`config.mk`:
```
export PLATFORM = sky130hd
export DESIGN_NAME = relu_sram_sweeper_flat
export DESIGN_NICKNAME = d
export VERILOG_FILES = /design/src/rtl/relu_sram_sweeper_if.sv /design/src/rtl/relu_sram_sweeper.sv /design/src/flat_wrapper.sv
export SDC_FILE = /design/constraint.sdc
export NUM_CORES = 1
export LEC_CHECK = 0
export ABC_AREA = 1
export CAP_MARGIN = 30
export CORE_ASPECT_RATIO = 0.6
export CORE_MARGIN = 1.5
export CORE_UTILIZATION = 51
export DETAILED_ROUTE_END_ITERATION = 8
export PLACE_DENSITY = 0.86
export SYNTH_ARGS = -nofsm -noshare
export SYNTH_HDL_FRONTEND = slang
export SYNTH_SLANG_ARGS = --single-unit
```
`constraint.sdc`:
```
create_clock -name clk -period 3.26 [get_ports clk]
set_input_delay 0.978 -clock clk [delete_from_list [all_inputs] [get_ports clk]]
set_output_delay 0.978 -clock clk [all_outputs]
set_load 0.005 [all_outputs]
```
`src/rtl/relu_sram_sweeper_if.sv`:
```
`default_nettype none
// ----------------------------------------------------------------------------
// relu_sram_sweeper_if : single-port SRAM bank pin bundle (cs/we/addr/wdata/rdata)
// Rev 1.0
// ----------------------------------------------------------------------------
interface relu_sram_sweeper_if #(
  parameter int ADDR_W = 12,
  parameter int DATA_W = 16
);
  logic              mem_cs;
  logic              mem_we;
  logic [ADDR_W-1:0] mem_addr;
  logic [DATA_W-1:0] mem_wdata;
  logic [DATA_W-1:0] mem_rdata;

  modport master (
    output mem_cs,
    output mem_we,
    output mem_addr,
    output mem_wdata,
    input  mem_rdata
  );

  modport slave (
    input  mem_cs,
    input  mem_we,
    input  mem_addr,
    input  mem_wdata,
    output mem_rdata
  );
endinterface
`default_nettype wire

```
`src/rtl/relu_sram_sweeper.sv`:
```
`default_nettype none
// ----------------------------------------------------------------------------
// relu_sram_sweeper : in-place FP16 ReLU sweep over a window of a single-port bank
// Rev 1.0
// ----------------------------------------------------------------------------
module relu_sram_sweeper #(
  parameter int ADDR_W = 12,
  parameter int DATA_W = 16,
  parameter int LEN_W  = ADDR_W + 1
) (
  input  wire logic              clk,
  input  wire logic              rst,
  input  wire logic              start,
  input  wire logic [ADDR_W-1:0] base_addr,
  input  wire logic [LEN_W-1:0]  len,
  output logic                   busy,
  output logic                   done,
  output logic [LEN_W-1:0]       clamp_cnt,
  relu_sram_sweeper_if.master    mem
);

  typedef enum logic [1:0] {
    IDLE = 2'd0,
    RD   = 2'd1,
    WR   = 2'd2,
    DONE = 2'd3
  } state_t;

  state_t            state;
  state_t            state_next;
  logic [ADDR_W-1:0] cur_addr;
  logic [LEN_W-1:0]  remain;

  logic              cs;
  logic              we;
  logic [ADDR_W-1:0] addr;
  logic [DATA_W-1:0] wdata;

  logic              is_nan;
  logic              clamp;
  logic [DATA_W-1:0] relu_out;

  // binary16 layout: sign 15, exponent 14:10, mantissa 9:0
  assign is_nan   = (mem.mem_rdata[14:10] == 5'h1f) && (mem.mem_rdata[9:0] != 10'd0);
  assign clamp    = mem.mem_rdata[DATA_W-1] && !is_nan;
  assign relu_out = clamp ? '0 : mem.mem_rdata;

  always_ff @(posedge clk) begin
    if (rst) begin
      state     <= IDLE;
      cur_addr  <= '0;
      remain    <= '0;
      clamp_cnt <= '0;
    end else begin
      state <= state_next;
      case (state)
        IDLE: begin
          if (start) begin
            cur_addr  <= base_addr;
            remain    <= len;
            clamp_cnt <= '0;
          end
        end
        WR: begin
          remain   <= remain - 1'b1;
          cur_addr <= cur_addr + 1'b1;
          if (clamp) begin
            clamp_cnt <= clamp_cnt + 1'b1;
          end
        end
        default: ;
      endcase
    end
  end

  always_comb begin
    state_next = state;
    cs         = 1'b0;
    we         = 1'b0;
    addr       = '0;
    wdata      = '0;
    busy       = (state != IDLE);
    done       = 1'b0;
    case (state)
      IDLE: begin
        if (start) begin
          state_next = (len == '0) ? DONE : RD;
        end
      end
      RD: begin
        cs         = 1'b1;
        addr       = cur_addr;
        state_next = WR;
      end
      WR: begin
        cs         = 1'b1;
        we         = 1'b1;
        addr       = cur_addr;
        wdata      = relu_out;
        state_next = (remain == LEN_W'(1)) ? DONE : RD;
      end
      DONE: begin
        done       = 1'b1;
        state_next = IDLE;
      end
      default: state_next = IDLE;
    endcase
    // Reset blocks the access in flight so a write cannot land on the reset edge.
    if (rst) begin
      cs    = 1'b0;
      we    = 1'b0;
      addr  = '0;
      wdata = '0;
      busy  = 1'b0;
      done  = 1'b0;
    end
  end

  assign mem.mem_cs    = cs;
  assign mem.mem_we    = we;
  assign mem.mem_addr  = addr;
  assign mem.mem_wdata = wdata;

endmodule
`default_nettype wire

```
`src/flat_wrapper.sv`:
```
// flat-port wrapper written by rule: the top's interface ports become plain ports
module relu_sram_sweeper_flat 
#(
  parameter int ADDR_W = 12,
  parameter int DATA_W = 16,
  parameter int LEN_W  = ADDR_W + 1
)
  (clk, rst, start, base_addr, len, busy, done, clamp_cnt, mem_mem_cs, mem_mem_we, mem_mem_addr, mem_mem_wdata, mem_mem_rdata);
  relu_sram_sweeper_if #(.ADDR_W(ADDR_W), .DATA_W(DATA_W)) mem_i ();
  input  wire logic clk;
  input  wire logic rst;
  input  wire logic start;
  input  wire logic [ADDR_W-1:0] base_addr;
  input  wire logic [LEN_W-1:0] len;
  output logic busy;
  output logic done;
  output logic [LEN_W-1:0] clamp_cnt;
  output wire logic [$bits(mem_i.mem_cs)-1:0] mem_mem_cs;
  output wire logic [$bits(mem_i.mem_we)-1:0] mem_mem_we;
  output wire logic [$bits(mem_i.mem_addr)-1:0] mem_mem_addr;
  output wire logic [$bits(mem_i.mem_wdata)-1:0] mem_mem_wdata;
  input wire logic [$bits(mem_i.mem_rdata)-1:0] mem_mem_rdata;
  assign mem_mem_cs = mem_i.mem_cs;
  assign mem_mem_we = mem_i.mem_we;
  assign mem_mem_addr = mem_i.mem_addr;
  assign mem_mem_wdata = mem_i.mem_wdata;
  assign mem_i.mem_rdata = mem_mem_rdata;
  relu_sram_sweeper #(.ADDR_W(ADDR_W), .DATA_W(DATA_W), .LEN_W(LEN_W)) u_core (.clk(clk), .rst(rst), .start(start), .base_addr(base_addr), .len(len), .busy(busy), .done(done), .clamp_cnt(clamp_cnt), .mem(mem_i));
endmodule
```
* Word level (Yosys, flattened, before mapping)
Index checks and enable logic that the tools add are counted.
** Word-level totals
- Logic and storage cells :: 48
- Latch bits :: 0
- Memory bits (writable) :: 0
- Memories :: 0
- Input port bits :: 44
- Flip-flop bits (word level) :: 40
- Output and inout port bits :: 45
- Bits in read-only memories :: 0
** Operators by class
- Bitwise gates (word level) :: 0
- Equal/unequal tests :: 7
- Divide/modulo/power cells :: 0
- Muxes and demuxes :: 23
- Reductions and logical operators :: 11
- Magnitude comparators :: 0
- Multiply operators :: 0
- Shift-type cells :: 0
- $add $sub $neg :: 3
** Operators by type and width (number)
- $pmux W13 S2 :: 2
- $mux W16 :: 3
- $mux W13 :: 3
- $mux W12 :: 3
- $pmux W12 S2 :: 1
- $add A13 B1 Y13 const B :: 1
- $eq A13 B1 Y1 const B :: 1
- $logic_not A13 Y1 :: 1
- $sub A13 B1 Y13 const B :: 1
- $add A12 B1 Y12 const B :: 1
- $reduce_bool A10 Y1 :: 1
- $pmux W2 S4 :: 1
- $mux W1 :: 7
- $mux W2 :: 3
- $eq A5 B5 Y1 const B :: 1
- $eq A2 B2 Y1 const B :: 2
- $reduce_bool A2 Y1 :: 2
- $reduce_and A3 Y1 :: 1
- $eq A2 B1 Y1 const B :: 1
- $logic_and A1 B1 Y1 :: 2
- $logic_not A2 Y1 :: 1
- $ne A2 B1 Y1 const B :: 1
- $ne A2 B2 Y1 const B :: 1
- $reduce_and A2 Y1 :: 1
- 2 further kinds :: 2

* Logic depth before layout (Yosys ltp)
- Depth in word-level cells :: 7
- Gate-level depth with buffers :: 11
- Mapped depth without buffers :: 11

* Worst setup path before layout
No wires, ideal clock.
- Path type :: in2out
- From :: in rst
- To :: out mem_mem_wdata[10]
- Cell stages on the path :: 5
- Required time :: 2.282 ns
- Slack :: 0.520 ns
- Data arrival time :: 1.762 ns
- Path through :: buf_4 nor2_2 buf_2 nand2_1 nor2_1
** On the way
- Word-level cells in the longest chain between the ends :: 1
** RTL lines
- start: declaration :: RTL line flat_wrapper.sv:11 : input wire logic rst;
- $mux W16 :: RTL line relu_sram_sweeper.sv:109 : if (rst) begin
- end: declaration :: RTL line flat_wrapper.sv:21 : output wire logic [$bits(mem_i.mem_wdata)-1:0] mem_mem_wdata;
Every way passes these cells.

* Worst setup path in the final report
- From :: in mem_mem_rdata[12]
- To :: out mem_mem_wdata[1]
** On the way
- Word-level cells in the longest chain between the ends :: 7
** RTL lines
- start: declaration :: RTL line flat_wrapper.sv:22 : input wire logic [$bits(mem_i.mem_rdata)-1:0] mem_mem_rdata;
- $eq A5 B5 Y1 :: RTL line relu_sram_sweeper.sv:44 : assign is_nan = (mem.mem_rdata[14:10] == 5'h1f) && (mem.mem_rdata[9:0] != 10'd0);
- $logic_and A1 B1 Y1 :: RTL line relu_sram_sweeper.sv:44
- $logic_not A1 Y1 :: RTL line relu_sram_sweeper.sv:45 : assign clamp = mem.mem_rdata[DATA_W-1] && !is_nan;
- $logic_and A1 B1 Y1 :: RTL line relu_sram_sweeper.sv:45
- $mux W16 :: RTL line relu_sram_sweeper.sv:46 : assign relu_out = clamp ? '0 : mem.mem_rdata;
- $mux W16 :: RTL line relu_sram_sweeper.sv:84 : case (state)
- $mux W16 :: RTL line relu_sram_sweeper.sv:109
Every way passes these cells.

==> impl_metrics.json <==
{
  "port_buffers": 88,
  "synthTopCellsByArea": "dfxtp_1 28%, nand2_1 14%, nor2_1 11%",
  "yosys.area.top_type": "dfxtp_1",
  "setup_viol": 0,
  "holdBufCountCts": 0,
  "p_leak_nw": 1.642,
  "syn_nets": 512,
  "rows": 21,
  "cp_slowest_cell": "clkdlybuf4s15_2",
  "pin_count": 89,
  "gr-usage-all-layers": 0.3100,
  "pre_cts_ws_ns": -0.4872,
  "regArea_um2": 800.8,
  "syn_inst": 460,
  "end_kind": "output port",
  "min_period_ns": 3.228,
  "clock_sinks": 40,
  "synth-seq-cells": 40,
  "fillers": 425,
  "worst_pin_slew_ns": 0.4425,
  "wirelength_um": 9562,
  "dp_hpwl_um": 6554,
  "synth_top_area_share": 0.2753,
  "fp.dieH_um": 61.50,
  "ys_types": 38,
  "cts_tree": "yes",
  "ant_nets": 0,
  "cts_max_level": 2,
  "dp_cells": 622,
  "start_util": 0.5247,
  "hold_class": "flop to flop",
  "synthFlopType": "dfxtp_1",
  "fp.dieW_um": 100.5,
  "ys_warn_count": 0,
  "slew_viol_final": 0,
  "synth_edf_count": 0,
  "avgViaCountPerCell": 5.459,
  "start_kind": "primary input",
  "slew_headroom": 0.7043,
  "synthTopCellsByCount": "109 x nand2_1, 89 x nor2_1, 47 x inv_1",
  "drtPass1Iterations": 5,
  "fin_setup_tns_ns": 0,
  "layout-drive-gt1-share": 0.1464,
  "cts_made_buffers": 5,
  "slowest_delay_ns": 0.22,
  "stdcell_count": 640,
  "crit_arrival_ns": 2.25,
  "status": "complete, no violations",
  "postLayoutSetupSlackWorst_ns": 0.03247,
  "critical_path.cell_chain": "clkdlybuf4s15_1 -> nand3_2 -> nor2_4 -> o21ai_2 -> nand2_2 -> clkinvlp_4 -> buf_4 -> nor2_2 -> clkdlybuf4s15_2",
  "required_ns": 2.28,
  "grt_pass1_wl_um": 14830,
  "die_area_um2": 6181,
  "overflow": 0,
  "layout.nets": 612,
  "vias": 3494,
  "post-synth-top-count-cell": "nand2_1",
  "drt_first_iter_violations": 299,
  "clock_path_buffers": 2,
  "cts_root_buf": "clkbuf_8",
  "wire_per_inst_um": 14.94,
  "grt_pass1_vias": 3026,
  "multi_input_area_um2": 1838,
  "antenna_cells": 0,
  "drc": 0,
  "timing.fmax_mhz": 309.8,
  "syn_to_final_growth_pct": 39.27,
  "power.density_nw_per_um2": 375.8,
  "core_um2": 5544,
  "holdWs_ns": 0.4965,
  "gp_congestion": 0.8469,
  "vdd_drop_max_mv": 0.2316,
  "path_max_fanout": 5,
  "async_reset_ff_frac": 0,
  "timing_hold_violations_final": 0,
  "clk_latency_ns": 0.30,
  "avgSynthCellArea_um2": 6.324,
  "path_class": "primary input to output port",
  "yosysSeqAreaShare": 0.2753,
  "cap_violations": 0,
  "antenna_found_initial": 0,
  "skew_ns": 0.004689,
  "clkSlewWorstSetupHoldPaths_ns": 0.07,
  "grt_max_degree": 35,
  "syn_area_um2": 2909,
  "fin_crit_sh": 0.9900
}
==> layout by cell type (no fill, tap or decap), drive strengths merged, types with 11 or more instances in the layout <==
cell type / netlist / final
o21ai: 33 / 33
buf: 11 / 31
dfxtp: 40 / 40
nand2: 110 / 110
a21oi: 18 / 18
nand3: 30 / 30
nor2: 99 / 99
inv: 52 / 51
o22ai: 11 / 11
clkbuf: 6 / 14
clkdlybuf4s50: 0 / 56
clkdlybuf4s15: 0 / 13
==> worst max-delay path, delay by kind of cell <==
kind,cells,cell delay (ns)
buffers and inverters,4,0.72
and+or+nand+nor,4,0.46
AOI/OAI and AO/OA,1,0.09
==> cells by family after synthesis <==
family / synth area share
buffers and inverters: 0.1019
and+or+nand+nor: 0.3936
xor gates and xnor gates: 0.02710
DFF: 0.2753
adders and majority gates: 0.03441
AOI/OAI and AO/OA: 0.1677
==> metal layers <==
layer | up-vias | global-route usage | wire length (um)
li1 | 1691 | - | -
met1 | 1612 | 0.4274 | 4399
met2 | 167 | 0.5044 | 4306
met3 | 24 | 0.05675 | 670
met4 | 0 | 0.09457 | 186
met5 | - | 0 | 0
==> worst paths after layout <==
kind                                        start                end  slack (ns)  depth (start not counted)
worst min-delay path            u_core.remain[12]  u_core.remain[12]        0.50                          2
worst max-delay path            mem_mem_rdata[12]   mem_mem_wdata[1]        0.03                          9
worst min register to register  u_core.remain[12]  u_core.remain[12]        0.50                          2
worst max register to register    u_core.state[0]  u_core.remain[11]        1.08                         11
==> stage by stage <==
| step | total power, mW | instance area, um2 | util |
|---|---|---|---|
| after floorplan | 0.9468 | 2909 | - |
| after global placement | 1.116 | 3901 | 0.7037 |
| after detailed placement | 1.137 | 3901 | 0.7037 |
| after CTS | 1.507 | 4050 | 0.7305 |
| after global routing | 1.601 | 4051 | 0.7308 |
| final | 1.523 | 4051 | 0.7308 |
==> flip-flops by register name, summed over array words and instances (netlist names) <==
signal            flops
u_core.state          2
u_core.remain        13
u_core.cur_addr      12
u_core.clamp_cnt     13
==> final cells by class <==
| type | instances | area share |
|---|---|---|
| timing repair inverter | 1 | 0.001853 |
| inverter | 52 | 0.05034 |
| timing repair buffer | 109 | 0.2480 |
| multi-input combinational | 351 | 0.4537 |
| sequential | 40 | 0.1977 |
| clock buffer | 7 | 0.02378 |
| tap | 80 | 0.02471 |
==> timing repair <==
item / in CTS / in global routing
setup buffers: 10 / 0
endpoints found under the setup margin: 32 / 26
gates resized for setup: 70 / 34
gates cloned: 1 / 0
pin swaps: 12 / 8
==> report_power, final <==
| part | total [mW] | internal (mW) | switching (mW) |
|---|---|---|---|
| sequential | 0.593 | 0.544 | 0.0488 |
| clock | 0.368 | 0.189 | 0.179 |
| combinational | 0.561 | 0.223 | 0.339 |
Note: power is estimated with default switching activity, not from simulation.
